==> config.mk <==
export PLATFORM = sky130hd
export DESIGN_NAME = clk_div_prog
export DESIGN_NICKNAME = d
export VERILOG_FILES = /design/src/rtl/clk_div_pkg.sv /design/src/rtl/clk_div_cfg_shadow.sv /design/src/rtl/clk_div_prog.sv
export SDC_FILE = /design/constraint.sdc
export NUM_CORES = 1
export LEC_CHECK = 0
export CAP_MARGIN = 20
export CORE_MARGIN = 1.5
export CORE_UTILIZATION = 59
export CTS_CLUSTER_DIAMETER = 80
export DETAILED_ROUTE_END_ITERATION = 8
export GPL_TIMING_DRIVEN = 0
export PLACE_DENSITY_LB_ADDON = 0.15
export SYNTH_ARGS = -nofsm -noshare
export SYNTH_HDL_FRONTEND = slang
export SYNTH_SLANG_ARGS = --single-unit
==> constraint.sdc <==
create_clock -name clk_in -period 8.7 [get_ports clk_in]
set_input_delay 1.74 -clock clk_in [delete_from_list [all_inputs] [get_ports clk_in]]
set_output_delay 1.74 -clock clk_in [all_outputs]
set_load 0.05 [all_outputs]
==> src/rtl/clk_div_pkg.sv <==
// Shared types and configuration helpers for the programmable clock divider.
package clk_div_pkg;

  typedef enum logic [1:0] {
    IDLE     = 2'd0,
    RUN      = 2'd1,
    STOPPING = 2'd2
  } state_e;

  localparam int unsigned MIN_DIV = 2;

  function automatic int unsigned clamp_div(input int unsigned n);
    return (n < MIN_DIV) ? MIN_DIV : n;
  endfunction

  // n must already be a legal period; result always lies in 1..n-1.
  function automatic int unsigned clamp_hi(input int unsigned n, input int unsigned h);
    if (h == 0)
      return 1;
    else if (h >= n)
      return n - 1;
    else
      return h;
  endfunction

  function automatic int unsigned half_hi(input int unsigned n);
    return n / 2;
  endfunction

endpackage

==> src/rtl/clk_div_cfg_shadow.sv <==
// Shadow/active configuration registers with clamping and boundary transfer.
// CLK_DIV_PROG_DUTY_EN: when defined cfg_hi_i is honoured, otherwise H = floor(N/2).
module clk_div_cfg_shadow
  import clk_div_pkg::*;
#(
  parameter int unsigned CNT_W   = 8,
  parameter int unsigned DEF_DIV = 5,
  parameter int unsigned DEF_HI  = 2
) (
  input  logic             clk_in,
  input  logic             rst,
  input  logic             cfg_load_i,
  input  logic [CNT_W-1:0] cfg_div_i,
  input  logic [CNT_W-1:0] cfg_hi_i,
  input  logic             xfer_i,
  output logic [CNT_W-1:0] div_act_o,
  output logic [CNT_W-1:0] hi_nxt_o,
  output logic             cfg_pend_o
);

  localparam logic [CNT_W-1:0] RST_DIV = CNT_W'(clamp_div(DEF_DIV));
`ifdef CLK_DIV_PROG_DUTY_EN
  localparam logic [CNT_W-1:0] RST_HI  = CNT_W'(clamp_hi(clamp_div(DEF_DIV), DEF_HI));
`else
  localparam logic [CNT_W-1:0] RST_HI  = CNT_W'(half_hi(clamp_div(DEF_DIV)));
  localparam int unsigned      unused_def_hi = DEF_HI;
  logic unused_cfg_hi;
  assign unused_cfg_hi = ^cfg_hi_i;
`endif

  logic [CNT_W-1:0] cap_div, cap_hi;
  logic [CNT_W-1:0] sh_div_q, sh_div_d;
  logic [CNT_W-1:0] sh_hi_q, sh_hi_d;
  logic [CNT_W-1:0] act_div_q, act_div_d;
  logic [CNT_W-1:0] act_hi_q, act_hi_d;
  logic             pend_q, pend_d;

  always_comb begin
    cap_div = CNT_W'(clamp_div(32'(cfg_div_i)));
`ifdef CLK_DIV_PROG_DUTY_EN
    cap_hi  = CNT_W'(clamp_hi(32'(cap_div), 32'(cfg_hi_i)));
`else
    cap_hi  = CNT_W'(half_hi(32'(cap_div)));
`endif
  end

  // A load on the transfer edge bypasses the shadow so it governs the new period.
  always_comb begin
    sh_div_d  = sh_div_q;
    sh_hi_d   = sh_hi_q;
    act_div_d = act_div_q;
    act_hi_d  = act_hi_q;
    pend_d    = pend_q;
    if (cfg_load_i) begin
      sh_div_d = cap_div;
      sh_hi_d  = cap_hi;
    end
    if (xfer_i) begin
      act_div_d = cfg_load_i ? cap_div : sh_div_q;
      act_hi_d  = cfg_load_i ? cap_hi  : sh_hi_q;
      pend_d    = 1'b0;
    end else if (cfg_load_i) begin
      pend_d    = 1'b1;
    end
  end

  always_ff @(posedge clk_in) begin
    if (rst) begin
      sh_div_q  <= RST_DIV;
      sh_hi_q   <= RST_HI;
      act_div_q <= RST_DIV;
      act_hi_q  <= RST_HI;
      pend_q    <= 1'b0;
    end else begin
      sh_div_q  <= sh_div_d;
      sh_hi_q   <= sh_hi_d;
      act_div_q <= act_div_d;
      act_hi_q  <= act_hi_d;
      pend_q    <= pend_d;
    end
  end

  assign div_act_o  = act_div_q;
  assign hi_nxt_o   = act_hi_d;
  assign cfg_pend_o = pend_q;

endmodule

==> src/rtl/clk_div_prog.sv <==
// Runtime-programmable integer clock divider with glitch-free start/stop.
// CLK_DIV_PROG_DUTY_EN selects programmable high time (default: 50% floor).
module clk_div_prog
  import clk_div_pkg::*;
#(
  parameter int unsigned CNT_W   = 8,
  parameter int unsigned DEF_DIV = 5,
  parameter int unsigned DEF_HI  = 2
) (
  input  logic             clk_in,
  input  logic             rst,
  input  logic             en,
  input  logic             cfg_load,
  input  logic [CNT_W-1:0] cfg_div,
  input  logic [CNT_W-1:0] cfg_hi,
  output logic             clk_out,
  output logic             tick_rise,
  output logic             tick_fall,
  output logic             cfg_pend,
  output logic             running
);

  state_e           state_q, state_d;
  logic [CNT_W-1:0] cnt_q, cnt_d;
  logic             clk_q, clk_d;
  logic             rise_q, rise_d;
  logic             fall_q, fall_d;
  logic             xfer;
  logic             cnt_last;
  logic [CNT_W-1:0] div_act, hi_nxt;

  clk_div_cfg_shadow #(
    .CNT_W   (CNT_W),
    .DEF_DIV (DEF_DIV),
    .DEF_HI  (DEF_HI)
  ) u_shadow (
    .clk_in     (clk_in),
    .rst        (rst),
    .cfg_load_i (cfg_load),
    .cfg_div_i  (cfg_div),
    .cfg_hi_i   (cfg_hi),
    .xfer_i     (xfer),
    .div_act_o  (div_act),
    .hi_nxt_o   (hi_nxt),
    .cfg_pend_o (cfg_pend)
  );

  assign cnt_last = (cnt_q == div_act - CNT_W'(1));

  always_comb begin
    state_d = state_q;
    cnt_d   = cnt_q;
    xfer    = 1'b0;
    unique case (state_q)
      IDLE: begin
        cnt_d = '0;
        if (en) begin
          state_d = RUN;
          xfer    = 1'b1;
        end
      end
      RUN: begin
        cnt_d = cnt_last ? '0 : cnt_q + CNT_W'(1);
        xfer  = cnt_last;
        if (!en)
          state_d = STOPPING;
      end
      STOPPING: begin
        cnt_d = cnt_last ? '0 : cnt_q + CNT_W'(1);
        if (en) begin
          state_d = RUN;
          xfer    = cnt_last;
        end else if (cnt_last) begin
          state_d = IDLE;
        end
      end
      default: begin
        state_d = IDLE;
        cnt_d   = '0;
      end
    endcase
  end

  // Output level follows the next count against the high time of the period it belongs to.
  always_comb begin
    clk_d  = (state_d != IDLE) && (cnt_d < hi_nxt);
    rise_d = clk_d & ~clk_q;
    fall_d = ~clk_d & clk_q;
  end

  always_ff @(posedge clk_in) begin
    if (rst) begin
      state_q <= IDLE;
      cnt_q   <= '0;
      clk_q   <= 1'b0;
      rise_q  <= 1'b0;
      fall_q  <= 1'b0;
    end else begin
      state_q <= state_d;
      cnt_q   <= cnt_d;
      clk_q   <= clk_d;
      rise_q  <= rise_d;
      fall_q  <= fall_d;
    end
  end

  assign clk_out   = clk_q;
  assign tick_rise = rise_q;
  assign tick_fall = fall_q;
  assign running   = (state_q != IDLE);

endmodule

[Word-level counts from Yosys, hierarchy flattened]
Cells that the tools add are included.
Storage, ports and cells
  bits in registers: 46
  output and inout port bits: 5
  logic and storage cells: 41
Cells by class
  $add $sub $neg: 2
  $lt $le $gt $ge: 2
  eq/ne operators: 3
  mux-type cells: 14
  bitwise operators: 4
  reductions and logical operators: 6
Operators with widths (number)
  two-way mux 8 bit: 6
  adder 8 x 1 -> 8 bit (second input constant): 1
  == test 8 bit: 1
  < comparator 8 x 2 -> 1 bit (second input constant): 1
  < comparator 8 bit: 1
  two-way mux 2 bit: 4
  subtractor 8 x 1 -> 8 bit (second input constant): 1
  one-hot mux 2 bit (3 select lines): 1
  nonzero test 2 bit: 2
  OR reduction 2 bit: 2
  one-hot mux 1 bit (3 select lines): 1
  AND 1 bit: 2
  == test 2 x 1 -> 1 bit (second input constant): 1
  == test 2 bit (second input constant): 1
  logical NOT 2 bit: 1
  two-way mux 1 bit: 2
  inverter 1 bit: 2
  logical AND 1 bit: 1

[Logic depth before layout (Yosys ltp)]
  word-level depth: 9
  depth in mapped cells: 16

[By module]
From an unflattened synthesis, not the netlist that was laid out.
Second synthesis, totals
  cells, all modules: 261
  area total of the unflattened synthesis: 2382.3 sq um
Modules (own cells, without submodules)
  clk_div_cfg_shadow: times used 1, cells an instance 122, area an instance 1257.5 sq um
  clk_div_prog: times used 1, cells an instance 139, area an instance 1124.8 sq um

[Least setup slack after synthesis]
No wires, ideal clock.
  path type: reg-to-reg
  start: reg u_shadow.act_div_q[3], in the netlist u_shadow.div_act_o[3]
  end: reg fall_q, in the netlist tick_fall
  library setup time: 0.091 ns
  arrival: 3.587 ns
  data required time: 8.609 ns
  setup slack: 5.022 ns
  stages on the path, launching flop included: 14
  cell sequence: dfxtp_1 > or3_4 > o31a_1 > or4_1 > a2111o_1 > nand2_1 > clkbuf_1 > nor2_1 > ha_1 > and4_1 > nand2_1 > a21oi_1 > a21oi_1 > a311oi_1
On the way
  elaborated cells between the ends (all ways): 15
  classes of those cells: 1 x add/sub; 1 x order compare; 1 x eq/ne; 8 x mux; 2 x bitwise; 2 x reduce/logical
RTL lines
  from (decl): line clk_div_cfg_shadow.sv:34  | logic [CNT_W-1:0] act_div_q, act_div_d;
  from (signal assigned): line clk_div_cfg_shadow.sv:77  | act_div_q <= act_div_d;
  subtractor 8 x 1 -> 8 bit: line clk_div_prog.sv:48  | assign cnt_last = (cnt_q == div_act - CNT_W'(1));
  == test 8 bit: line clk_div_prog.sv:48
  two-way mux 8 bit: line clk_div_prog.sv:63, clk_div_prog.sv:69
  two-way mux 8 bit
  named net cnt_d[6]: line clk_div_prog.sv:24  | logic [CNT_W-1:0] cnt_q, cnt_d;
  < comparator 8 bit: line clk_div_prog.sv:86  | clk_d = (state_d != IDLE) && (cnt_d < hi_nxt);
  logical AND 1 bit: line clk_div_prog.sv:86
  inverter 1 bit: line clk_div_prog.sv:88  | fall_d = ~clk_d & clk_q;
  AND 1 bit: line clk_div_prog.sv:88
  to (signal assigned): line clk_div_prog.sv:103  | fall_q <= fall_d;
  to (decl): line clk_div_prog.sv:27  | logic fall_q, fall_d;
The timed path passes the listed nets, and every way through them passes these cells.
A chain may end at the register's enable or synchronous reset.

[Worst setup path after layout]
  start: in en
  end: reg clk_q, in the netlist clk_out
On the way
  cells in the longest elaborated chain, start to end: 5
  elaborated cells between the ends (all ways): 11
  classes of those cells: 1 x order compare; 8 x mux; 2 x reduce/logical
Ends and longest elaborated chain
  from (decl): line clk_div_prog.sv:12  | input logic en,
  two-way mux 1 bit (on tied branches): line clk_div_prog.sv:70, clk_div_prog.sv:57
  one-hot mux 1 bit (3 select lines): line clk_div_prog.sv:54  | unique case (state_q)
  two-way mux 8 bit: line clk_div_cfg_shadow.sv:58  | if (xfer_i) begin
  < comparator 8 bit: line clk_div_prog.sv:86
  logical AND 1 bit (*): line clk_div_prog.sv:86
  to (signal assigned): line clk_div_prog.sv:101  | clk_q <= clk_d;
  to (decl): line clk_div_prog.sv:25  | logic clk_q, clk_d;
Every way passes the cells marked *; elsewhere a longest branch is shown, timed or not.

==> results.json <==
{
  "synth_flop_cell": "dfxtp_1",
  "fin_skew_ps": 3.30,
  "synthArstFlopShare": 0,
  "placed_area_um2": 2390,
  "cts_resized": 0,
  "grt.total_usage": 0.250,
  "wl_per_cell_um": 14.6,
  "tightest_slew_ps": 515,
  "ys_ff_latch": 46,
  "clkPwrFrac": 0.249,
  "fin_crit_sh": 0.491,
  "clkTransAtPathRegs_ps": 80,
  "core-area_um2": 3440,
  "power.leakage_nw": 0.993,
  "crit_required_ps": 8940,
  "first_iter_violations": 104,
  "die_y_um": 63.7,
  "grt_first_pass_wirelength_um": 7940,
  "mostFrequentLayoutCell": "dfxtp_1",
  "instances_no_fill": 313,
  "grt_max_degree": 15,
  "syn_area_per_cell_um2": 8.96,
  "end_kind": "flip-flop",
  "status": "completed",
  "max_slew_margin": 0.657,
  "cp_max_fo": 10,
  "clock_path_buffers": 2,
  "cts_buffers": 5,
  "final_util": 0.721,
  "die_w_um": 63.7,
  "hold_violations": 0,
  "vias": 1768,
  "fill_cells": 288,
  "pwr-share-comb": 0.264,
  "clk_latency_ps": 300,
  "p_seq_frac": 0.486,
  "p_sw_frac": 0.323,
  "setup_viol": 0,
  "syn-instance-count": 243,
  "fin_crit_ps": 4270,
  "cts_tree": "yes",
  "syn_to_final_growth_pct": 14.0,
  "drt_pre_antenna_iters": 4,
  "critPathKind": "primary input to flip-flop",
  "internal-power_w": 0.000347,
  "yosysWarnings": 0,
  "htreeDepth": 2,
  "p_per_area_nw_per_um2": 207,
  "io_pins": 25,
  "drive_gt1_frac": 0.0524,
  "final_nets": 299,
  "min_path_type": "flip-flop to flip-flop",
  "gp_congestion": 0.887,
  "yosysSeqAreaShare": 0.423,
  "total_power_w": 0.000513,
  "synth_area_um2": 2180,
  "routed_wl_um": 4560,
  "place_hpwl_um": 3460,
  "fmax_ghz": 0.234,
  "postCtsSetupBuffers": 0,
  "antenna_left": 0,
  "finish.instance_area_um2": 2480,
  "slew_viol_final": 0,
  "switchingPower_w": 0.000166,
  "synth_edf_count": 0,
  "start_kind": "primary input",
  "syn_nets": 276,
  "cts_sinks": 46,
  "tns_ps": 0,
  "grt_antenna_before_repair": 0,
  "cts_hold_buf": 0,
  "n_antenna_cell": 0,
  "row_count": 21,
  "final_cell_mix": "46 x dfxtp_1, 24 x nor2_1, 18 x inv_1",
  "routed_via_density": 5.65,
  "portBuffers": 16,
  "ir_worst_vdd_uv": 155,
  "max_cap_viol_count": 0,
  "hold_path_depth": 2,
  "placed_cells": 305,
  "dieArea_um2": 4060,
  "start_util": 0.632,
  "rsz0062_at_grt": "false",
  "r2r_cells": 13,
  "ys_types": 43,
  "arrival_ps": 4510,
  "grt_overflow_total": 0,
  "cts-root-buf": "clkbuf_8",
  "drc": 0,
  "first_global_vias": 1771
}
==> Yosys cell counts, types with 7 or more instances <==
| cell type | n | share of area |
|---|---|---|
| dfxtp_1 | 46 | 0.42 |
| mux2i_1 | 7 | 0.032 |
| nand2_1 | 15 | 0.026 |
| nor2_1 | 24 | 0.041 |
| a21oi_1 | 12 | 0.028 |
| nand3_1 | 7 | 0.016 |
| xor2_1 | 9 | 0.036 |
| o21ai_0 | 14 | 0.032 |
| inv_1 | 18 | 0.031 |
| nor3_1 | 12 | 0.028 |
| nor2b_1 | 8 | 0.023 |
| ha_1 | 13 | 0.075 |
==> layer usage <==
metal	vias to the layer above	wire, µm	part of all wire	track usage
met5	-	0	0	0
met2	21	2210	0.49	0.428
met4	0	85	0.019	0.0978
met1	837	2140	0.47	0.305
li1	899	-	-	-
met3	11	119	0.026	0.0546
==> critical path, stage by stage <==
cell,delay (ps)
clkdlybuf4s50_1,520
inv_1,80
nor2_1,110
o21bai_1,100
a21oi_2,190
buf_6,200
mux2i_1,310
ha_1,300
and4_1,200
a211oi_1,260
nand2_1,90
a21oi_1,190
and4b_1,220
==> power by group through the flow <==
| stage | Clock [W] | Combinational (W) | Sequential [W] |
|---|---|---|---|
| 6_report | 0.000128 | 0.000136 | 0.000250 |
| 5_1_grt | 0.000137 | 0.000151 | 0.000252 |
| 4_1_cts | 0.000130 | 0.000135 | 0.000249 |
| 3_5_place_dp | 0 | 0.000135 | 0.000254 |
| 3_3_place_gp | 0 | 0.000132 | 0.000254 |
| 2_1_floorplan | 0 | 0.0000926 | 0.000260 |
==> stage by stage <==
| stage | worst slack [ps] | hold WS (ps) |
|---|---|---|
| after floorplan | 5020 | 431 |
| after global placement | 4190 | 444 |
| after detailed placement | 4200 | 448 |
| after CTS | 4470 | 465 |
| after global routing | 4260 | 486 |
| final | 4430 | 466 |
==> worst paths after layout <==
path	slack, ps	endpoint	from
worst max-delay path	4430	clk_out	en
worst min-delay path	470	tick_fall	clk_out
worst max register to register	4570	tick_fall	u_shadow.div_act_o[3]
worst min register to register	470	tick_fall	clk_out
==> cell families (layout without fill, tap and decap cells) <==
family / count (synthesis) / count (layout) / share of synthesized area
mux: 7 / 7 / 0.0322
fa+ha+maj: 13 / 13 / 0.0747
buf+inv: 27 / 51 / 0.0517
xor+xnor: 15 / 15 / 0.0603
flops: 46 / 46 / 0.423
compound gates: 53 / 53 / 0.170
simple gates: 82 / 82 / 0.189
==> sequential cells by signal (all words and copies together) (netlist names) <==
register and cells:
u_shadow.div_act_o 8, tick_rise 1, u_shadow.sh_div_q 8, state_q 2, u_shadow.act_hi_q 8, clk_out 1, u_shadow.sh_hi_q 8, cnt_q 8
tick_fall 1, u_shadow.cfg_pend_o 1
==> final cells by class <==
cell class	instances	area [µm²]	share of cell area
Buffer	8	41.3	0.0166
Clock buffer	6	72.6	0.0292
Clock inverter	2	13.8	0.00555
Inverter	19	71.3	0.0287
Multi-Input combinational cell	170	1140	0.461
Sequential cell	46	921	0.371
Tap cell	46	57.6	0.0232
Timing Repair Buffer	16	160	0.0645
(Power assumes the default switching activity.)
